File: src/rtl/lsu_subword_adapter.sv
// Sub-word load/store adapter in front of a word-only cache controller.
// Sub-word stores are done as read-modify-write; loads are extracted and extended.
module lsu_subword_adapter #(
  parameter bit MISALIGN_ERR = 1'b1
) (
  input  logic        CLK,
  input  logic        RST,
  input  logic        REQ,
  input  logic        REQ_WE,
  input  logic [1:0]  REQ_SIZE,
  input  logic        REQ_UNSIGNED,
  input  logic [31:0] REQ_ADDR,
  input  logic [31:0] REQ_WDATA,
  output logic        BUSY,
  output logic        DONE,
  output logic        ERR,
  output logic [31:0] RDATA,
  output logic        WE,
  output logic        RREQ,
  output logic [31:0] ADDR,
  output logic [31:0] DIN,
  input  logic [31:0] DOUT,
  input  logic        RDY
);

  typedef enum logic [2:0] {
    S_SYNC,
    S_IDLE,
    S_RD_ISSUE,
    S_RD_WAIT,
    S_MERGE,
    S_WR_ISSUE,
    S_WR_WAIT,
    S_FIN
  } state_t;

  state_t      state_q, state_d;
  logic        ctl_idle_q, ctl_idle_d;
  logic        busy_q, busy_d;
  logic        done_q, done_d;
  logic        err_q, err_d;
  logic [31:0] rdata_q, rdata_d;
  logic        we_q, we_d;
  logic        rreq_q, rreq_d;
  logic [31:0] addr_q, addr_d;
  logic [31:0] din_q, din_d;
  logic [31:0] buf_q, buf_d;
  logic        op_we_q, op_we_d;
  logic [1:0]  op_size_q, op_size_d;
  logic        op_uns_q, op_uns_d;
  logic [1:0]  op_lo_q, op_lo_d;
  logic [15:0] op_wdata_q, op_wdata_d;

  logic        req_bad;
  logic [1:0]  req_size;
  logic [1:0]  req_lo;

  function automatic logic [31:0] extract(
    input logic [31:0] w,
    input logic [1:0]  sz,
    input logic [1:0]  lo,
    input logic        uns
  );
    logic [7:0]  b;
    logic [15:0] h;
    logic [31:0] r;
    b = w[{lo, 3'b000} +: 8];
    h = lo[1] ? w[31:16] : w[15:0];
    case (sz)
      2'b00:   r = uns ? {24'd0, b} : {{24{b[7]}}, b};
      2'b01:   r = uns ? {16'd0, h} : {{16{h[15]}}, h};
      default: r = w;
    endcase
    return r;
  endfunction

  function automatic logic [31:0] merge(
    input logic [31:0] w,
    input logic [1:0]  sz,
    input logic [1:0]  lo,
    input logic [15:0] d
  );
    logic [31:0] m;
    m = w;
    if (sz == 2'b00)
      m[{lo, 3'b000} +: 8] = d[7:0];
    else if (lo[1])
      m[31:16] = d;
    else
      m[15:0] = d;
    return m;
  endfunction

  // Illegal size degrades to a word access when errors are disabled.
  always_comb begin
    req_bad = (REQ_SIZE == 2'b11)
            | ((REQ_SIZE == 2'b01) & REQ_ADDR[0])
            | ((REQ_SIZE == 2'b10) & (|REQ_ADDR[1:0]));
    req_size = (REQ_SIZE == 2'b11) ? 2'b10 : REQ_SIZE;
    unique case (req_size)
      2'b00:   req_lo = REQ_ADDR[1:0];
      2'b01:   req_lo = {REQ_ADDR[1], 1'b0};
      default: req_lo = 2'b00;
    endcase
  end

  always_comb begin
    state_d    = state_q;
    ctl_idle_d = RDY ? 1'b1 : ctl_idle_q;
    done_d     = 1'b0;
    err_d      = 1'b0;
    rdata_d    = rdata_q;
    we_d       = 1'b0;
    rreq_d     = 1'b0;
    addr_d     = addr_q;
    din_d      = din_q;
    buf_d      = buf_q;
    op_we_d    = op_we_q;
    op_size_d  = op_size_q;
    op_uns_d   = op_uns_q;
    op_lo_d    = op_lo_q;
    op_wdata_d = op_wdata_q;
    unique case (state_q)
      S_SYNC: begin
        if (ctl_idle_q) state_d = S_IDLE;
      end
      S_IDLE: begin
        if (REQ) begin
          op_we_d    = REQ_WE;
          op_size_d  = req_size;
          op_uns_d   = REQ_UNSIGNED;
          op_lo_d    = req_lo;
          op_wdata_d = REQ_WDATA[15:0];
          addr_d     = {REQ_ADDR[31:2], 2'b00};
          if (req_bad && MISALIGN_ERR) begin
            done_d  = 1'b1;
            err_d   = 1'b1;
            rdata_d = 32'd0;
            state_d = S_FIN;
          end else if (REQ_WE && req_size == 2'b10) begin
            din_d   = REQ_WDATA;
            state_d = S_WR_ISSUE;
          end else begin
            state_d = S_RD_ISSUE;
          end
        end
      end
      S_RD_ISSUE: begin
        if (ctl_idle_q) begin
          rreq_d     = 1'b1;
          ctl_idle_d = 1'b0;
          state_d    = S_RD_WAIT;
        end
      end
      S_RD_WAIT: begin
        if (RDY) begin
          buf_d = DOUT;
          if (op_we_q) begin
            state_d = S_MERGE;
          end else begin
            done_d  = 1'b1;
            rdata_d = extract(DOUT, op_size_q, op_lo_q, op_uns_q);
            state_d = S_FIN;
          end
        end
      end
      S_MERGE: begin
        din_d   = merge(buf_q, op_size_q, op_lo_q, op_wdata_q);
        state_d = S_WR_ISSUE;
      end
      S_WR_ISSUE: begin
        if (ctl_idle_q) begin
          we_d       = 1'b1;
          ctl_idle_d = 1'b0;
          state_d    = S_WR_WAIT;
        end
      end
      S_WR_WAIT: begin
        if (RDY) begin
          done_d  = 1'b1;
          state_d = S_FIN;
        end
      end
      S_FIN: begin
        state_d = S_IDLE;
      end
    endcase
    busy_d = (state_d != S_IDLE);
  end

  always_ff @(posedge CLK) begin
    if (RST) begin
      state_q    <= S_SYNC;
      ctl_idle_q <= 1'b0;
      busy_q     <= 1'b1;
      done_q     <= 1'b0;
      err_q      <= 1'b0;
      rdata_q    <= 32'd0;
      we_q       <= 1'b0;
      rreq_q     <= 1'b0;
      addr_q     <= 32'd0;
      din_q      <= 32'd0;
      buf_q      <= 32'd0;
      op_we_q    <= 1'b0;
      op_size_q  <= 2'b00;
      op_uns_q   <= 1'b0;
      op_lo_q    <= 2'b00;
      op_wdata_q <= 16'd0;
    end else begin
      state_q    <= state_d;
      ctl_idle_q <= ctl_idle_d;
      busy_q     <= busy_d;
      done_q     <= done_d;
      err_q      <= err_d;
      rdata_q    <= rdata_d;
      we_q       <= we_d;
      rreq_q     <= rreq_d;
      addr_q     <= addr_d;
      din_q      <= din_d;
      buf_q      <= buf_d;
      op_we_q    <= op_we_d;
      op_size_q  <= op_size_d;
      op_uns_q   <= op_uns_d;
      op_lo_q    <= op_lo_d;
      op_wdata_q <= op_wdata_d;
    end
  end

  assign BUSY  = busy_q;
  assign DONE  = done_q;
  assign ERR   = err_q;
  assign RDATA = rdata_q;
  assign WE    = we_q;
  assign RREQ  = rreq_q;
  assign ADDR  = addr_q;
  assign DIN   = din_q;

endmodule

File: config.mk
export PLATFORM = sky130hd
export DESIGN_NAME = lsu_subword_adapter
export DESIGN_NICKNAME = d
export VERILOG_FILES = /design/src/rtl/lsu_subword_adapter.sv
export SDC_FILE = /design/constraint.sdc
export NUM_CORES = 1
export LEC_CHECK = 0
export CAP_MARGIN = 30
export CORE_UTILIZATION = 50
export CTS_BUF_LIST = sky130_fd_sc_hd__clkbuf_8
export CTS_CLUSTER_SIZE = 14
export DETAILED_ROUTE_END_ITERATION = 8
export GPL_TIMING_DRIVEN = 0
export PLACE_DENSITY = 0.91
export SYNTH_ARGS = -nofsm -noshare
export SYNTH_HDL_FRONTEND = slang
export SYNTH_SLANG_ARGS = --single-unit
export TNS_END_PERCENT = 5
File: constraint.sdc
create_clock -name CLK -period 2.1 [get_ports CLK]
set_clock_uncertainty 0.1 [all_clocks]
set_input_delay 0.315 -clock CLK [delete_from_list [all_inputs] [get_ports CLK]]
set_output_delay 0.315 -clock CLK [all_outputs]
set_load 0.005 [all_outputs]
==> flow_metrics.tcl <==
set metrics [dict create \
    status "complete, but fails checks" \
    violations "negative setup slack" \
    clkPwrFrac_pct 33.6 \
    critPathKind "register to register" \
    max_freq_ghz 0.463 \
    holdCritStartpoint "REQ_ADDR[4]" \
    multi_input_area_mm2 0.00411 \
    port_buffers 201 \
    clk_pin_slew_ns 0.09 \
    synth_ff_type "dfxtp_1" \
    fill_cells 1096 \
    combPwrFrac_pct 19.0 \
    insertedDiodeCount 0 \
    drv_cap 0 \
    grt_overflow 0 \
    grt_pass1_vias 7227 \
    ios 205 \
    power.density_mw_per_mm2 651 \
    cp_slowest_cell "dfxtp_4" \
    r2r_slack_ns -0.06 \
    finalCriticalPeriod_ns 2.16 \
    final_area_mm2 0.0103 \
    seq_power_share_pct 47.4 \
    grt.total_usage_pct 30.2 \
    yosysTopAreaCellShare_pct 41.7 \
    gp_congestion 0.952 \
    rsz0062_at_grt "true" \
    min_period_over_period_pct 103 \
    grt_pass1_wl_um 37300 \
    critical_path.cell_chain "clkinvlp_4 -> ha_4 -> nor4bb_1 -> clkbuf_4 -> a21oi_1 -> nand2_1 -> a21oi_2 -> nor3_2" \
    yosysWarnings 0 \
    synth-edff-count 0 \
    worstSetupEndpointType "register" \
    fp.dieW_um 125 \
    drtPass1Iterations 7 \
    irDropWorstVdd_mv 0.442 \
    hold_viol_final 0 \
    tightest_slew_ns 0.758 \
    cts.sinks 157 \
    setup_violations 11 \
    drive_gt1_share_pct 15.6 \
    rows 44 \
    syn_avg_cell_area_um2 8.39 \
    netlist_area_mm2 0.00753 \
    swShare_pct 28.4 \
    synth.yosys.seq_area_share_pct 41.7 \
    worstSetupEndpoint "DIN[17]$_SDFFE_PP0P_" \
    crit_start "op_lo_q[0]$_SDFFE_PP0P_" \
    synth_seq_cells 157 \
    grt_max_degree 17 \
    root_buffer "clkbuf_8" \
    vias_per_cell 5.68 \
    critPathArrivalTime_ns 2.45 \
    p_switching_uw 1920 \
    die_area_mm2 0.0156 \
    clk_latency_ns 0.47 \
    cp_num_cells 8 \
    max_stage_delay_ns 0.44 \
    wl_per_cell_um 17.8 \
    synth_most_common_cell "nand2_1" \
    numCtsBuffers 17 \
    crit_buf_inv 2 \
    drt_iter0_drc 691 \
    path_delay_family "simple AND/OR/NAND/NOR gates" \
    clockBufferDepth 2 \
    die_height_um 125 \
    report.final.slew_viol_count 0 \
    synthToLayoutAreaGrowth_pct 37.4 \
    critPathLaunchType "register" \
    synth-async-reset-ratio_pct 0 \
    via_count 7504 \
    worstRegToRegCells 8 \
    hp-class "input port to register" \
    synth.distinct_cells 51 \
    yosys-top-cells-count "nand2_1, dfxtp_1, a21oi_1, nor2_1, clkbuf_1" \
    final.setup.worst_slack_ns -0.0618 \
    register_area_mm2 0.00315 \
    internal_power_uw 4820 \
    drtAntennaViolNets 0 \
    core-area_mm2 0.0146 \
    synthTopCellsByArea "dfxtp_1, nand2_1, a21oi_1" \
    cts_max_level 4 \
    synthCells 897 \
    cts_tree "yes" \
    whs_ns 0.293 \
    initial_utilization_pct 51.6 \
    num-nets-final 1234 \
    drc 0 \
    yosysTopAreaCell "dfxtp_1" \
    cp_max_fo 10 \
    place_area_mm2 0.00978 \
    antenna_found_initial 0 \
    worstReg2RegStart "op_lo_q[0]$_SDFFE_PP0P_" \
    regToRegEndpoint "DIN[17]$_SDFFE_PP0P_" \
    relSlewSlack_pct 49.5 \
    routed_wl_um 23500 \
    required_ns 2.39 \
    p_leak_uw 0.00354 \
    dp_hpwl_um 17600 \
]
power groups by stage:
stage                     registers [uW]  clock network [uW]  logic [uW]
after floorplan                     3240                   0         643
after global placement              3250                   0        1200
after detailed placement            3260                   0        1220
after CTS                           3190                2270        1250
after global routing                3210                2410        1380
final                               3190                2270        1280
sequential cells by signal (all words and copies together), names as in the netlist:
register and count:
DIN 32, op_wdata_q 16, RREQ 1, BUSY 1, ERR 1, ctl_idle_q 1
RDATA 32, op_lo_q 2, op_we_q 1, ADDR 30, op_size_q 2, DONE 1
WE 1, state_q 3, buf_q 32, op_uns_q 1
worst min-delay path, delay by kind of cell:
family,cells,cell delay [ns]
and+or+nand+nor,1,0.06
buffers and inverters,1,0.39
AOI/OAI and AO/OA,1,0.05
placed cells by master (no fill, tap or decap), drive strengths merged, types with 3 or more instances in the layout:
cell           count
dfxtp            157
mux2               7
nor2b             33
ha                 5
mux2i             35
o2bb2ai           15
nand3b             3
a222oi             7
a2bb2oi           32
nor4bb             4
clkinv             8
nand2            202
nor2              43
o21ai             27
a21oi            157
buf               33
nor3              39
inv                9
a21boi             7
clkbuf            62
clkdlybuf4s50    201
a21bo             16
nand3              5
metrics by stage:
stage	util [%]	TNS, ns	cells	power (uW)	worst slack [ns]
6_report	70.9	-0.387	1322	6740	-0.0618
5_1_grt	70.9	-2.59	1322	6990	-0.191
3_5_place_dp	67.0	-38.33	1283	4480	-0.601
4_1_cts	70.2	0	1320	6710	0.00301
3_3_place_gp	67.0	-36.11	1283	4450	-0.519
2_1_floorplan	-	0	898	3890	0.159
cell families after synthesis:
logic type      after synthesis  synth area share (%)
simple gates                343                  22.5
compound gates              272                  24.6
flops                       157                  41.7
buf+inv                      77                  4.62
mux                          42                  5.70
fa+ha+maj                     5                 0.831
other cells                   1                0.0498
how the worst min path moves through the flow:
stage,end,cells after the start
finish,ADDR[4]$_SDFFE_PP0P_,3
global route,ADDR[8]$_SDFFE_PP0P_,3
CTS,ADDR[10]$_SDFFE_PP0P_,3
detailed placement,RDATA[31]$_SDFFE_PP0P_,1
global placement,ADDR[22]$_SDFFE_PP0P_,2
floorplan,op_uns_q$_SDFFE_PP0P_,2
area by class of cell:
cell class              count  share of cell area, %
well taps                 184                   2.23
multi-input cells         664                   39.8
plain buffers              70                   3.54
inverters                   7                  0.290
clock inverters            14                   1.39
repair buffers            208                   20.0
clock buffers              18                   2.39
flip-flops and latches    157                   30.4
what timing repair did:
item / CTS / global route
setup buffers: 5 / 2
hold buffers: 0 / 0
endpoints found under the setup margin: 62 / 71
gates resized for setup: 17 / 27
pin swaps: 3 / 1
routing by layer:
metal	routed length, um	share of wire [%]	up-vias	GRT usage, %
met5	0	0	-	0
met4	661	2.8	0	12.1
met3	2450	10	57	7.26
met2	10800	46	445	48.3
met1	9660	41	3428	39.1
li1	-	-	3574	-
Note: power is estimated with default switching activity, not from simulation.
